`config.mk`:
```
export PLATFORM = sky130hd
export DESIGN_NAME = mem_arbiter_flat
export DESIGN_NICKNAME = d
export VERILOG_FILES = /design/src/rtl/mem_arbiter_if.sv /design/src/rtl/mem_arbiter.sv /design/src/flat_wrapper.sv
export SDC_FILE = /design/constraint.sdc
export NUM_CORES = 1
export LEC_CHECK = 0
export BUFFER_PORTS_ARGS = -buffer_cell sky130_fd_sc_hd__buf_2
export CORE_AREA = 2 2 293 295
export CTS_CLUSTER_DIAMETER = 30
export DETAILED_ROUTE_END_ITERATION = 8
export DIE_AREA = 0 0 295 297
export HOLD_SLACK_MARGIN = 0.08
export PLACE_DENSITY_LB_ADDON = 0.3
export RECOVER_POWER = 25
export SETUP_SLACK_MARGIN = 0.3
export SLEW_MARGIN = 20
export SYNTH_ARGS = -nofsm -noshare
export SYNTH_HDL_FRONTEND = slang
export SYNTH_SLANG_ARGS = --single-unit
```
`constraint.sdc`:
```
create_clock -name clk -period 3.2 [get_ports clk]
set_input_delay 0.32 -clock clk [delete_from_list [all_inputs] [get_ports clk]]
set_output_delay 0.32 -clock clk [all_outputs]
set_load 0.03 [all_outputs]
```
`src/rtl/mem_arbiter_if.sv`:
```
// mem_arbiter_if: requester and memory-side signals of the line arbiter.
// master = arbiter view, slave = caches/memory view.
interface mem_arbiter_if #(
  parameter int LINE_W = 128,
  parameter int ADDR_W = 32
);
  logic              ic_req;
  logic [ADDR_W-1:0] ic_addr;
  logic              ic_rdy;
  logic [LINE_W-1:0] ic_data;
  logic              dc_req;
  logic              dc_we;
  logic [ADDR_W-1:0] dc_addr;
  logic [LINE_W-1:0] dc_wdata;
  logic              dc_rdy;
  logic [LINE_W-1:0] dc_data;
  logic              mem_req;
  logic              mem_we;
  logic [ADDR_W-1:0] mem_addr;
  logic [LINE_W-1:0] mem_wdata;
  logic              mem_rdy;
  logic [LINE_W-1:0] mem_rdata;

  modport master (
    input  ic_req, ic_addr,
    input  dc_req, dc_we, dc_addr, dc_wdata,
    input  mem_rdy, mem_rdata,
    output ic_rdy, ic_data,
    output dc_rdy, dc_data,
    output mem_req, mem_we, mem_addr, mem_wdata
  );

  modport slave (
    output ic_req, ic_addr,
    output dc_req, dc_we, dc_addr, dc_wdata,
    output mem_rdy, mem_rdata,
    input  ic_rdy, ic_data,
    input  dc_rdy, dc_data,
    input  mem_req, mem_we, mem_addr, mem_wdata
  );
endinterface

```
`src/rtl/mem_arbiter.sv`:
```
// mem_arbiter: round-robin IC/DC arbiter for the shared memory line port.
// MEM_ARB_TIMEOUT_EN adds a WAIT timeout with a one-cycle err pulse.
module mem_arbiter #(
  parameter int LINE_W = 128,
  parameter int ADDR_W = 32
`ifdef MEM_ARB_TIMEOUT_EN
  , parameter int TIMEOUT_CYC = 64
`endif
) (
  input  logic clk,
  input  logic rst,
`ifdef MEM_ARB_TIMEOUT_EN
  output logic err,
`endif
  mem_arbiter_if.master bus
);

  typedef enum logic [1:0] {
    IDLE,
    ISSUE,
    WAIT,
    RESP
  } state_t;

  state_t state, state_n;

  logic              pick_dc;
  logic              gnt_dc;
  logic              last_dc;
  logic              we_q;
  logic [ADDR_W-1:0] addr_q;
  logic [LINE_W-1:0] wdata_q;
  logic              ic_rdy_q;
  logic              dc_rdy_q;
  logic [LINE_W-1:0] ic_data_q;
  logic [LINE_W-1:0] dc_data_q;
  logic              done;
  logic              tmo;
  logic [LINE_W-1:0] rsp;

`ifdef MEM_ARB_TIMEOUT_EN
  localparam int CNT_W = $clog2(TIMEOUT_CYC + 1);
  logic [CNT_W-1:0] cnt;
  logic             err_q;

  assign tmo = (state == WAIT) && !bus.mem_rdy &&
               (cnt == CNT_W'(TIMEOUT_CYC - 1));
  assign err = err_q;

  always_ff @(posedge clk) begin
    if (rst || state != WAIT) begin
      cnt <= '0;
    end else begin
      cnt <= cnt + 1'b1;
    end
  end

  always_ff @(posedge clk) begin
    if (rst) begin
      err_q <= 1'b0;
    end else begin
      err_q <= tmo;
    end
  end
`else
  assign tmo = 1'b0;
`endif

  always_ff @(posedge clk) begin
    if (rst) begin
      state <= IDLE;
    end else begin
      state <= state_n;
    end
  end

  always_comb begin
    state_n = state;
    // On a tie the requester that was not served last wins
    pick_dc = bus.dc_req & (~bus.ic_req | ~last_dc);
    unique case (state)
      IDLE:  if (bus.ic_req | bus.dc_req) state_n = ISSUE;
      ISSUE: state_n = WAIT;
      WAIT:  if (bus.mem_rdy | tmo) state_n = RESP;
      RESP:  state_n = IDLE;
      default: state_n = IDLE;
    endcase
  end

  assign done = (state == WAIT) && (state_n == RESP);
  assign rsp  = (we_q | tmo) ? '0 : bus.mem_rdata;

  always_ff @(posedge clk) begin
    if (rst) begin
      gnt_dc    <= 1'b0;
      last_dc   <= 1'b1;
      we_q      <= 1'b0;
      addr_q    <= '0;
      wdata_q   <= '0;
      ic_rdy_q  <= 1'b0;
      dc_rdy_q  <= 1'b0;
      ic_data_q <= '0;
      dc_data_q <= '0;
    end else begin
      ic_rdy_q <= 1'b0;
      dc_rdy_q <= 1'b0;
      if (state == IDLE && (bus.ic_req | bus.dc_req)) begin
        gnt_dc  <= pick_dc;
        addr_q  <= pick_dc ? bus.dc_addr : bus.ic_addr;
        we_q    <= pick_dc & bus.dc_we;
        wdata_q <= pick_dc ? bus.dc_wdata : '0;
      end
      if (done) begin
        if (gnt_dc) begin
          dc_rdy_q  <= 1'b1;
          dc_data_q <= rsp;
        end else begin
          ic_rdy_q  <= 1'b1;
          ic_data_q <= rsp;
        end
      end
      if (state == RESP) last_dc <= gnt_dc;
    end
  end

  assign bus.mem_req   = (state == ISSUE);
  assign bus.mem_we    = we_q;
  assign bus.mem_addr  = addr_q;
  assign bus.mem_wdata = wdata_q;
  assign bus.ic_rdy    = ic_rdy_q;
  assign bus.ic_data   = ic_data_q;
  assign bus.dc_rdy    = dc_rdy_q;
  assign bus.dc_data   = dc_data_q;

endmodule

```
`src/flat_wrapper.sv`:
```
// flat-port wrapper written by rule: the top's interface ports become plain ports
module mem_arbiter_flat 
#(
  parameter int LINE_W = 128,
  parameter int ADDR_W = 32

)
  (clk, rst, bus_ic_req, bus_ic_addr, bus_dc_req, bus_dc_we, bus_dc_addr, bus_dc_wdata, bus_mem_rdy, bus_mem_rdata, bus_ic_rdy, bus_ic_data, bus_dc_rdy, bus_dc_data, bus_mem_req, bus_mem_we, bus_mem_addr, bus_mem_wdata);
  mem_arbiter_if #(.LINE_W(LINE_W), .ADDR_W(ADDR_W)) bus_i ();
  input  logic clk;
  input  logic rst;
  input wire logic [$bits(bus_i.ic_req)-1:0] bus_ic_req;
  input wire logic [$bits(bus_i.ic_addr)-1:0] bus_ic_addr;
  input wire logic [$bits(bus_i.dc_req)-1:0] bus_dc_req;
  input wire logic [$bits(bus_i.dc_we)-1:0] bus_dc_we;
  input wire logic [$bits(bus_i.dc_addr)-1:0] bus_dc_addr;
  input wire logic [$bits(bus_i.dc_wdata)-1:0] bus_dc_wdata;
  input wire logic [$bits(bus_i.mem_rdy)-1:0] bus_mem_rdy;
  input wire logic [$bits(bus_i.mem_rdata)-1:0] bus_mem_rdata;
  output wire logic [$bits(bus_i.ic_rdy)-1:0] bus_ic_rdy;
  output wire logic [$bits(bus_i.ic_data)-1:0] bus_ic_data;
  output wire logic [$bits(bus_i.dc_rdy)-1:0] bus_dc_rdy;
  output wire logic [$bits(bus_i.dc_data)-1:0] bus_dc_data;
  output wire logic [$bits(bus_i.mem_req)-1:0] bus_mem_req;
  output wire logic [$bits(bus_i.mem_we)-1:0] bus_mem_we;
  output wire logic [$bits(bus_i.mem_addr)-1:0] bus_mem_addr;
  output wire logic [$bits(bus_i.mem_wdata)-1:0] bus_mem_wdata;
  assign bus_i.ic_req = bus_ic_req;
  assign bus_i.ic_addr = bus_ic_addr;
  assign bus_i.dc_req = bus_dc_req;
  assign bus_i.dc_we = bus_dc_we;
  assign bus_i.dc_addr = bus_dc_addr;
  assign bus_i.dc_wdata = bus_dc_wdata;
  assign bus_i.mem_rdy = bus_mem_rdy;
  assign bus_i.mem_rdata = bus_mem_rdata;
  assign bus_ic_rdy = bus_i.ic_rdy;
  assign bus_ic_data = bus_i.ic_data;
  assign bus_dc_rdy = bus_i.dc_rdy;
  assign bus_dc_data = bus_i.dc_data;
  assign bus_mem_req = bus_i.mem_req;
  assign bus_mem_we = bus_i.mem_we;
  assign bus_mem_addr = bus_i.mem_addr;
  assign bus_mem_wdata = bus_i.mem_wdata;
  mem_arbiter #(.LINE_W(LINE_W), .ADDR_W(ADDR_W)) u_core (.clk(clk), .rst(rst), .bus(bus_i));
endmodule
```
==> summary.md, run 1 <==
| Metric | Value |
|---|---|
| Status | finished, violations left |
| Failing checks | capacitance limit, slew limit |
| Resize count post-CTS | 0 |
| Detailed Routing Iterations Pass 1 | 5 |
| Port-buffer cells | 745 |
| All-Layer GR Usage | 0.138 |
| Crit-path max FO | 19 |
| Tot Pwr | 0.0221 W |
| Post-synthesis cell type count | 28 |
| Clock-pin slew on the worst setup and hold paths | 0.05 ns |
| Share of cells above drive strength 1 | 0.277 |
| RSZ-0062 raised after global routing | false |
| Die height | 297 µm |
| Met3 wire len | approximately 5300 µm |
| Post-CTS Hold Buffers | 323 |
| Power density over cell area | a little under 800 nW/µm² |
| Number of global-route vias before repair | 16,300 |
| Final HPWL DP | between 40,000 and 50,000 µm |
| Critical path's slowest cell | a21boi_4 |
| Filler cells | between 8,000 and 9,000 |
| Setup TNS | 0 ns |
| GP Congestion | roughly 0.80 |
| CTS tree | yes |
| Final wirelength | 63,400 µm |
| I/O pin cnt | between 700 and 800 |
| Top Family by Delay on Critical Path | buffers and inverters |
| Vias/cell | 4.06 |
| DR iter-0 viols | 550 |
| Gr ovfl total | 0 |
| Maximum clock rate | 0.410 GHz |
| Initial core utilization | 0.196 |
| Commonest non-fill, non-tap cell in the layout | buf_2 |
| Setup violators final | 0 |
| Int Pwr | 0.0152 W |
| DRT antenna net count | 0 |
| Area grow syn2layout | 69.7% |
| Tightest Pin Transition | 1.58 ns |
| First-pass GRT wire length | 94,900 µm |
| Worst EP arrival | between 2 and 3 ns |
| Worst path cell trace | a21boi_4 -> buf_4 -> mux2i_1 -> dlygate4sd3_1 -> a211oi_1 |
| Post-Syn Instances | 1,586 |
| Most frequent cells in the layout | buf_2, dfxtp_1, dlygate4sd3_1 |
| Mapped cell area | around 17,000 µm² |
| Clock sinks | 423 |
| Final Skew | about 0.027 ns |
| Max cap viols | 1 |
| Leakage | 11.4 nW |
| Worst setup SP type | flop |
| Setup crit start | u_core.last_dc |
| Largest net degree at the start of global routing | 149 |
| Part of the power in registers | 0.277 |
| Die W | 295 µm |
| Final Hold Fails | 0 |
| Crit path buffers/inverters | 2 |
| Remaining DRCs | 0 |
| Final period util | 0.762 |
| Net Sw Frac | 0.312 |
| Fin. max-slew vios | 130 |
| Combinational power share | 0.215 |
| DR top layer | met5 |
| Kind of critical path | flop to flop |
| Routed length on met2 | just over 30,000 µm |
| Total die area | roughly 90,000 µm² |
| Crit end category | flop |
| Crit path largest cell delay | 0.74 ns |
| Vias | 15,800 |
| CTS root buffer | clkbuf_16 |
| Final #Nets | 2,987 |
| Worst-case clock buffer depth | 3 |
| Synth warn | 0 |
| Clock power share | 0.508 |
| Fin crit period | 2.44 ns |
| H-tree depth | 3 |
| Initial antenna violation count | 9 |
| Worst-Skew Late Latency | 0.66 ns |
| Post-CTS setup buffer count | 0 |
| Sequential-to-total area share from yosys stat | 0.511 |
| Mapped Nets | 1,917 |
| Peak supply drop | 0.000494 V |
| Synth Register Bits | 423 |
| NetSw | around 0.0069 W |
| Avg Cell Area, Syn | 10.4 µm² |
| Row count | 107 |
| CTS Buf Count | 109 |
| Total core area | roughly 84,000 µm² |
| Max-Slew Margin vs Limit | -0.0545 |
| Worst Min Path Start | bus_dc_addr[11] |
| Req. time, crit path | around 3.7 ns |
| Metal-1 WL | between 20,000 and 30,000 µm |
| Avg WL per Cell | between 15 and 20 µm |
| Hold/Removal Path Class | primary input to flop |
| Reg2reg start | u_core.last_dc |
-- metal layers --
metal | vias up | GRT usage
met2 | 650 | 0.237
met1 | 7303 | 0.152
li1 | 7673 | -
met5 | - | 0
met4 | 12 | 0.0610
met3 | 155 | 0.0518
-- per-stage QoR --
| stage | instances | worst slack (ns) | instance area, µm² | hold slack, ns | utilization |
|---|---|---|---|---|---|
| floorplan | 1586 | 1.33 | 16600 | 0.485 | - |
| global placement | 3366 | 0.853 | 21300 | 0.454 | 0.252 |
| detailed placement | 3366 | 0.767 | 21300 | 0.459 | 0.252 |
| CTS | 3889 | 0.758 | 28400 | 0.0903 | 0.336 |
| global route | 3892 | 0.606 | 28100 | 0.0948 | 0.333 |
| finish | 3893 | 0.762 | 28100 | 0.139 | 0.333 |
-- kinds of logic after synthesis --
logic type	Yosys count	share of synthesized area
and+or+nand+nor	559	0.170
muxes	288	0.174
adders and majority gates	5	0.00378
AOI/OAI and AO/OA	166	0.0849
buffers and inverters	145	0.0558
DFF	423	0.511
-- sequential cells by signal, indices dropped and copies added, names as in the netlist --
| signal | cells |
|---|---|
| u_core.bus.dc_data | 128 |
| u_core.bus.ic_data | 128 |
| u_core.bus.mem_wdata | 128 |
| u_core.bus.mem_addr | 32 |
| u_core.state | 2 |
| u_core.bus.dc_rdy | 1 |
| u_core.bus.ic_rdy | 1 |
| u_core.bus.mem_we | 1 |
| u_core.gnt_dc | 1 |
| u_core.last_dc | 1 |
-- worst register-to-register path, cell delays in order (launching register included) --
cell and delay, ns:
dfxtp_1 0.32, a21boi_4 0.74, buf_4 0.33, mux2i_1 0.21
dlygate4sd3_1 0.58, a211oi_1 0.07
-- power by group through the flow --
stage | logic [W] | registers, W | clock network, W
6_report | 0.00475 | 0.00610 | 0.0112
5_1_grt | 0.00510 | 0.00616 | 0.0118
3_5_place_dp | 0.00450 | 0.00617 | 0
2_1_floorplan | 0.00209 | 0.00713 | 0
3_3_place_gp | 0.00451 | 0.00618 | 0
4_1_cts | 0.00485 | 0.00609 | 0.0115
-- worst paths after layout --
check	cells past startpoint	slack, ns	endpoint
min	3	0.14	u_core.bus.mem_addr[11]
max reg2reg	5	0.76	u_core.bus.mem_addr[0]
max	5	0.76	u_core.bus.mem_addr[0]
min reg2reg	2	0.46	u_core.bus.dc_data[27]
-- cell type report --
class | count | area (µm²) | share of cell area
Inverter | 2 | 7.51 | 0.000267
Timing Repair Buffer | 1102 | 7150 | 0.255
Multi-Input combinational cell | 1018 | 7210 | 0.257
Clock buffer | 151 | 3120 | 0.111
Sequential cell | 423 | 8470 | 0.301
Clock inverter | 49 | 704 | 0.0251
Antenna cell | 4 | 10.0 | 0.000356
Tap cell | 1144 | 1430 | 0.0509
-- cell usage after synthesis --
cell type / count / area (µm²)
a22oi_1: 1 / 7.51
nor4_1: 1 / 6.26
nor3_2: 1 / 10.0
buf_12: 13 / 260
buf_6: 18 / 203
ha_1: 5 / 62.6
a21boi_1: 1 / 7.51
nor4b_1: 1 / 8.76
nor3_1: 1 / 5.00
buf_1: 6 / 22.5
buf_4: 1 / 7.51
nor4b_4: 2 / 47.6
a32oi_1: 129 / 1130
clkbuf_1: 82 / 308
mux2i_1: 288 / 2880
nor2b_1: 2 / 12.5
nand2b_1: 256 / 1600
nand2_1: 129 / 484
dfxtp_1: 423 / 8470
nor4_4: 1 / 21.3
o21ai_1: 1 / 5.00
buf_2: 23 / 115
a211o_1: 1 / 8.76
a211oi_1: 32 / 240
inv_1: 2 / 7.51
o21a_1: 1 / 7.51
or2_2: 1 / 6.26
nor2_1: 164 / 616
No activity file was read; power rests on OpenSTA's default activity.
==> run 2: changes to the inputs <==
- CORE_AREA: 2 2 293 295 -> 2 2 287 289
- DIE_AREA: 0 0 295 297 -> 0 0 289 291
- clock period: 3.2 -> 2.3 ns (I/O delays scaled with it)
==> run 2 against run 1 <==
The flow now finishes without violations. Worst hold slack improved by 0.20 ns. Via count rose by 1.2%. Setup slack got worse by 0.42 ns. Utilization rose by 2.1 points. Combinational power rose by 50%. Sequential share of layout area fell by 0.62 points. Critical endpoint is now u_core.bus.ic_data[125]. Largest cell class unchanged. Highest routed layer unchanged.
==> summary.md, run 2 (synthesized netlist as in run 1, its figures left out) <==
| Metric | Value |
|---|---|
| Status | finished, final reports clean (was finished, violations left) |
| Hold/Removal Path Class | primary input to flop (unchanged) |
| Multi-input logic area | 7220 µm² (was 7210 µm²) |
| Final instance area | 28,700 µm² (was 28,100 µm²) |
| Setup violators final | 0 (unchanged) |
| RSZ-0062 raised after global routing | true (was false) |
| Fin. max-slew vios | 0 (was 130) |
| Final #Nets | 3,018 (was 2,987) |
| Crit end category | flop (unchanged) |
| DR iter-0 viols | 639 (was 550) |
| H-tree depth | 3 (unchanged) |
| Port-buffer cells | 745 (unchanged) |
| Max cap viols | 0 (was 1) |
| Worst-case clock buffer depth | 3 (unchanged) |
| I/O pin cnt | 746 (unchanged) |
| First-pass GRT wire length | 96,200 µm (was 94,900 µm) |
| Clock-pin slew on the worst setup and hold paths | 0.04 ns (was 0.05 ns) |
| Most frequent cells in the layout | buf_2, dfxtp_1, dlygate4sd3_1 (unchanged) |
| Leakage | 11.7 nW (was 11.4 nW) |
| Vias/cell | 4.15 (was 4.06) |
| Clock sinks | 423 (unchanged) |
| Crit-path max FO | 78 (was 19) |
| Final wirelength | 67,900 µm (was 63,400 µm) |
| Worst setup SP type | primary input (was flop) |
| Max-Slew Margin vs Limit | 0.319 (was -0.0545) |
| Number of global-route vias before repair | 16,400 (was 16,300) |
| Final Hold Fails | 0 (unchanged) |
| Final Skew | 0.0449 ns (was 0.0267 ns) |
| Area grow syn2layout | 73.3% (was 69.7%) |
| Filler cells | 8,221 (was 8,654) |
| Peak supply drop | 0.000601 V (was 0.000494 V) |
| Commonest non-fill, non-tap cell in the layout | buf_2 (unchanged) |
| Vias | 16,000 (was 15,800) |
| Post-DP Area | 21,400 µm² (was 21,300 µm²) |
| Row count | 105 (was 107) |
| Maximum clock rate | 0.511 GHz |
| All-Layer GR Usage | 0.147 (was 0.138) |
| Tightest Pin Transition | 1.02 ns (was 1.58 ns) |
| Avg WL per Cell | 17.6 µm (was 16.3 µm) |
| Remaining DRCs | 0 (unchanged) |
| Fin crit period | 1.96 ns |
| GP Congestion | 0.803 (was 0.798) |
| DRT antenna net count | 0 (unchanged) |
| Initial antenna violation count | 11 (was 9) |
| CTS root buffer | clkbuf_16 (unchanged) |
| Die height | 291 µm (was 297 µm) |
| Power density over cell area | 1090 nW/µm² (was 785 nW/µm²) |
| Initial core utilization | 0.204 (was 0.196) |
| Post-Route Utilization | 0.354 (was 0.333) |
| Storage element area | 8470 µm² (about the same) |
| Setup TNS | 0 ns (unchanged) |
| Gr ovfl total | 0 (unchanged) |
| CTS Buf Count | 106 (was 109) |
| CTS tree | yes (unchanged) |
| Worst-Skew Late Latency | 0.65 ns (was 0.66 ns) |
| Detailed Routing Iterations Pass 1 | 4 (was 5) |
| Die W | 289 µm (was 295 µm) |
| Worst EP arrival | 2.47 ns (was 2.91 ns) |
| Final period util | 0.850 |
| Final HPWL DP | 43,400 µm (was 41,700 µm) |
| Largest net degree at the start of global routing | 152 (was 149) |
| Share of cells above drive strength 1 | 0.294 (was 0.277) |
| Kind of critical path | primary input to flop (was flop to flop) |
| Total core area | 81,200 µm² (was 84,500 µm²) |
| Req. time, crit path | 2.82 ns (was 3.67 ns) |
| Total die area | 84,100 µm² (was 87,600 µm²) |
[run 2: cell type report]
class	instances	share of cell area
Tap cell	1070	0.0466
Timing Repair Buffer	1136	0.271
Clock inverter	72	0.0336
Sequential cell	423	0.295
Clock buffer	129	0.101
Inverter	2	0.000262
Antenna cell	6	0.000523
Multi-Input combinational cell	1018	0.252
[run 2: worst paths after layout]
check                          startpoint                      end  slack (ns)  cells past startpoint
setup / recovery                      rst  u_core.bus.ic_data[125]        0.34                      5
hold / removal                bus_mem_rdy          u_core.state[0]        0.34                      4
setup reg to reg          u_core.state[1]   u_core.bus.ic_data[28]        0.38                      8
hold reg to reg   u_core.bus.dc_data[122]  u_core.bus.dc_data[122]        0.47                      2
[run 2: what timing repair did]
action / in CTS / in global routing
hold buffers: 322 / 0
cloned: 2 / 13
hold endpoints to repair: 418 / 0
gates resized for setup: 3 / 22
pin swaps: 2 / 2
setup buffers: 4 / 4
setup endpoints to repair: 147 / 162
[run 2: layer usage]
| layer | wire [µm] | vias to the layer above | share of wire | track usage |
|---|---|---|---|---|
| met5 | 54 | - | 0.00080 | 0 |
| met4 | 2730 | 10 | 0.040 | 0.0689 |
| met3 | 5490 | 163 | 0.081 | 0.0481 |
| met2 | 32200 | 692 | 0.47 | 0.247 |
| met1 | 27400 | 7384 | 0.40 | 0.166 |
| li1 | - | 7738 | - | - |
[run 2: worst max-delay path, cell delays in order]
cell and delay, ns:
dlygate4sd3_1 0.52, clkbuf_4 0.51, clkbuf_4 0.84, nand2b_1 0.21, mux2i_1 0.06
[run 2: report_power, final]
| group | total [W] | leakage, nW | switching, W | internal (W) |
|---|---|---|---|---|
| logic | 0.00712 | 6.39 | 0.00458 | 0.00254 |
| registers | 0.00849 | 3.43 | 0.000404 | 0.00808 |
| clock network | 0.0158 | 1.86 | 0.00491 | 0.0109 |
[run 2: per-stage QoR]
step	power (W)	setup WS (ns)	std cells	hold WS (ns)
4_1_cts	0.0316	0.266	3833	0.286
6_report	0.0314	0.344	3856	0.335
3_3_place_gp	0.0151	0.267	3304	0.455
3_5_place_dp	0.0151	0.202	3304	0.458
2_1_floorplan	0.0128	0.428	1586	0.395
5_1_grt	0.0327	0.246	3856	0.321
==> run 3: changes to the inputs <==
--- a/config.mk
+++ b/config.mk
@@ -14,3 +14,3 @@
 export PLACE_DENSITY_LB_ADDON = 0.3
-export RECOVER_POWER = 25
+export RECOVER_POWER = 100
 export SETUP_SLACK_MARGIN = 0.3
==> constraint.sdc (replaced) <==
create_clock -name clk -period 1.9 [get_ports clk]
set_input_delay 0.285 -clock clk [delete_from_list [all_inputs] [get_ports clk]]
set_output_delay 0.285 -clock clk [all_outputs]
set_load 0.03 [all_outputs]
==> run 3 against run 2 <==
Combinational power up 23%. Register-to-register slack worse by 0.32 ns. Critical path type is now flop to flop. Flip-flop and latch count did not move. Die area unchanged. First-iteration DRC count down 20%. Sequential share of layout area is 0.14 points lower. Largest cell class unchanged. Cell area grew 0.59%. Highest routed layer unchanged. Utilization increased by 0.21 points. Non-clock buffer count is 29 higher.
==> summary.md, run 3 (synthesized netlist as in run 1, its figures left out) <==
| Metric | Value |
|---|---|
| Net Sw Frac | 0.309 (was 0.315) |
| Filler cells | 8,300 (was 8,221) |
| First-pass GRT wire length | 98,500 µm (was 96,200 µm) |
| RSZ-0062 raised after global routing | true (unchanged) |
| Avg WL per Cell | 17.4 µm (was 17.6 µm) |
| Setup violators final | 0 (unchanged) |
| Final Hold Fails | 0 (unchanged) |
| Clock sinks | 423 (unchanged) |
| Share of cells above drive strength 1 | 0.227 (was 0.294) |
| Int Pwr | 0.0268 W (was 0.0215 W) |
| Most frequent cells in the layout | clkbuf_1, dfxtp_1, buf_2 (was buf_2, dfxtp_1, dlygate4sd3_1) |
| Area grow syn2layout | 74.3% (was 73.3%) |
| Port-buffer cells | 745 (unchanged) |
| Die height | 291 µm (unchanged) |
| Number of global-route vias before repair | 16,700 (was 16,400) |
| Hold/Removal Path Class | primary input to flop (unchanged) |
| Row count | 105 (unchanged) |
| Final period util | 0.970 |
| Crit end category | flop (unchanged) |
| Initial core utilization | 0.204 (unchanged) |
| Final wirelength | 67,700 µm (was 67,900 µm) |
| Gr ovfl total | 0 (unchanged) |
| Worst R2R End | u_core.bus.dc_data[18] (was u_core.bus.ic_data[28]) |
| Reg2reg start | u_core.state[1] (unchanged) |
| Commonest non-fill, non-tap cell in the layout | clkbuf_1 (was buf_2) |
| Die W | 289 µm (unchanged) |
| DRT antenna net count | 0 (unchanged) |
| Vias | 16,200 (was 16,000) |
| Hold_ws | 0.166 ns (was 0.335 ns) |
| Clock power share | 0.508 (was 0.503) |
| Kind of critical path | flop to flop (was primary input to flop) |
| Part of the power in registers | 0.266 (was 0.270) |
| Largest net degree at the start of global routing | 81 (was 152) |
| Worst EP arrival | 2.40 ns (was 2.47 ns) |
| R2r setup slk | 0.06 ns (was 0.38 ns) |
| Detailed Routing Iterations Pass 1 | 5 (was 4) |
| Final #Nets | 3,047 (was 3,018) |
| Combinational power share | 0.226 (was 0.227) |
| Total core area | 81,200 µm² (unchanged) |
| Last element of the critical path | u_core.bus.dc_data[18] (was u_core.bus.ic_data[125]) |
| NetSw | 0.0120 W (was 0.00989 W) |
| Leakage | 11.0 nW (was 11.7 nW) |
| Fin. max-slew vios | 0 (unchanged) |
| Vias/cell | 4.16 (was 4.15) |
| Worst setup SP type | flop (was primary input) |
| CTS root buffer | clkbuf_16 (unchanged) |
| Final Skew | 0.0265 ns (was 0.0449 ns) |
| Fin crit period | roughly 1.8 ns |
| DR iter-0 viols | 510 (was 639) |
| Remaining DRCs | 0 (unchanged) |
| GP Congestion | 0.806 (was 0.803) |
| All-Layer GR Usage | 0.150 (was 0.147) |
| Max-Slew Margin vs Limit | 0.527 (was 0.319) |
| Final HPWL DP | 45,000 µm (was 43,400 µm) |
| Post-DP Area | 21,600 µm² (was 21,400 µm²) |
| Tightest Pin Transition | 0.709 ns (was 1.02 ns) |
| Worst-Skew Late Latency | 0.64 ns (was 0.65 ns) |
| Max cap viols | 0 (unchanged) |
| Hold path cells | 3 (was 4) |
| Total die area | 84,100 µm² (unchanged) |
| Peak supply drop | 0.000890 V (was 0.000601 V) |
| Maximum clock rate | approximately 0.54 GHz |
| Setup crit start | u_core.state[1] (was rst) |
| Initial antenna violation count | 10 (was 11) |
| Worst-case clock buffer depth | 3 (unchanged) |
| Clock-pin slew on the worst setup and hold paths | 0.04 ns (about the same) |
| Reg2Reg Depth | 8 (unchanged) |
| Post-Route Utilization | 0.356 (was 0.354) |
| Crit-path max FO | 4 (was 78) |
| CTS tree | yes (unchanged) |
| H-tree depth | 3 (unchanged) |
| I/O pin cnt | 746 (unchanged) |
| Req. time, crit path | 2.45 ns (was 2.82 ns) |
| Power density over cell area | 1340 nW/µm² (was 1090 nW/µm²) |
| Status | finished, final reports clean (unchanged) |
| CTS Buf Count | 106 (unchanged) |
| Final instance area | 28,900 µm² (was 28,700 µm²) |
[run 3: power by group through the flow]
stage | Combinational [W] | Sequential, W | Clock (W)
after global placement | 0.00804 | 0.0104 | 0
after CTS | 0.00896 | 0.0103 | 0.0201
final | 0.00876 | 0.0103 | 0.0197
after detailed placement | 0.00804 | 0.0104 | 0
after global routing | 0.00935 | 0.0104 | 0.0206
after floorplan | 0.00358 | 0.0120 | 0
[run 3: routing by layer]
metal	wire, µm	up-vias	GRT usage
met5	39	-	0
li1	-	7805	-
met3	5170	198	0.0455
met1	27100	7472	0.169
met4	3480	8	0.0841
met2	31900	679	0.251
[run 3: cell type report]
type | instances | area (µm²) | share of cell area
Tap cell | 1070 | 1340 | 0.0464
Multi-Input combinational cell | 1018 | 7270 | 0.252
Sequential cell | 423 | 8480 | 0.294
Clock buffer | 138 | 3000 | 0.104
Timing Repair Buffer | 1165 | 7790 | 0.270
Antenna cell | 5 | 12.5 | 0.000433
Clock inverter | 61 | 976 | 0.0338
Inverter | 2 | 12.5 | 0.000433
[run 3: metrics by stage]
step	std cells	TNS [ns]	setup WS, ns	total power, W
2_1_floorplan	1586	0	0.201	0.0156
3_3_place_gp	3327	0	0.0224	0.0185
3_5_place_dp	3327	-0.188	-0.0244	0.0184
4_1_cts	3870	0	0.0696	0.0394
5_1_grt	3882	-0.0130	-0.00845	0.0404
6_report	3882	0	0.0562	0.0388
[run 3: critical path, stage by stage, from the launching register on]
cell,delay (ns)
dfxtp_2,0.34
inv_4,0.05
ha_4,0.27
nand2_4,0.07
nor4b_4,0.28
buf_6,0.19
clkbuf_16,0.17
clkbuf_4,0.19
mux2i_1,0.21
[run 3: timing repair]
| action | CTS | global route |
|---|---|---|
| hold endpoints to repair | 419 | 0 |
| hold buffers | 321 | 0 |
| gates resized for setup | 78 | 15 |
| cloned | 6 | 6 |
| pin swaps | 2 | 2 |
| setup buffers | 17 | 1 |
| endpoints found under the setup margin | 265 | 304 |
[run 3: how the worst min path moves through the flow]
stage	slack [ns]	startpoint	end
2_1_floorplan	0.45	bus_mem_rdata[127]	u_core.bus.dc_data[127]
3_3_place_gp	0.45	u_core.bus.ic_data[74]	u_core.bus.ic_data[74]
3_5_place_dp	0.46	u_core.bus.ic_data[49]	u_core.bus.ic_data[49]
4_1_cts	0.09	bus_dc_addr[31]	u_core.bus.mem_addr[31]
5_1_grt	0.15	bus_dc_addr[31]	u_core.bus.mem_addr[31]
6_report	0.17	bus_dc_addr[31]	u_core.bus.mem_addr[31]
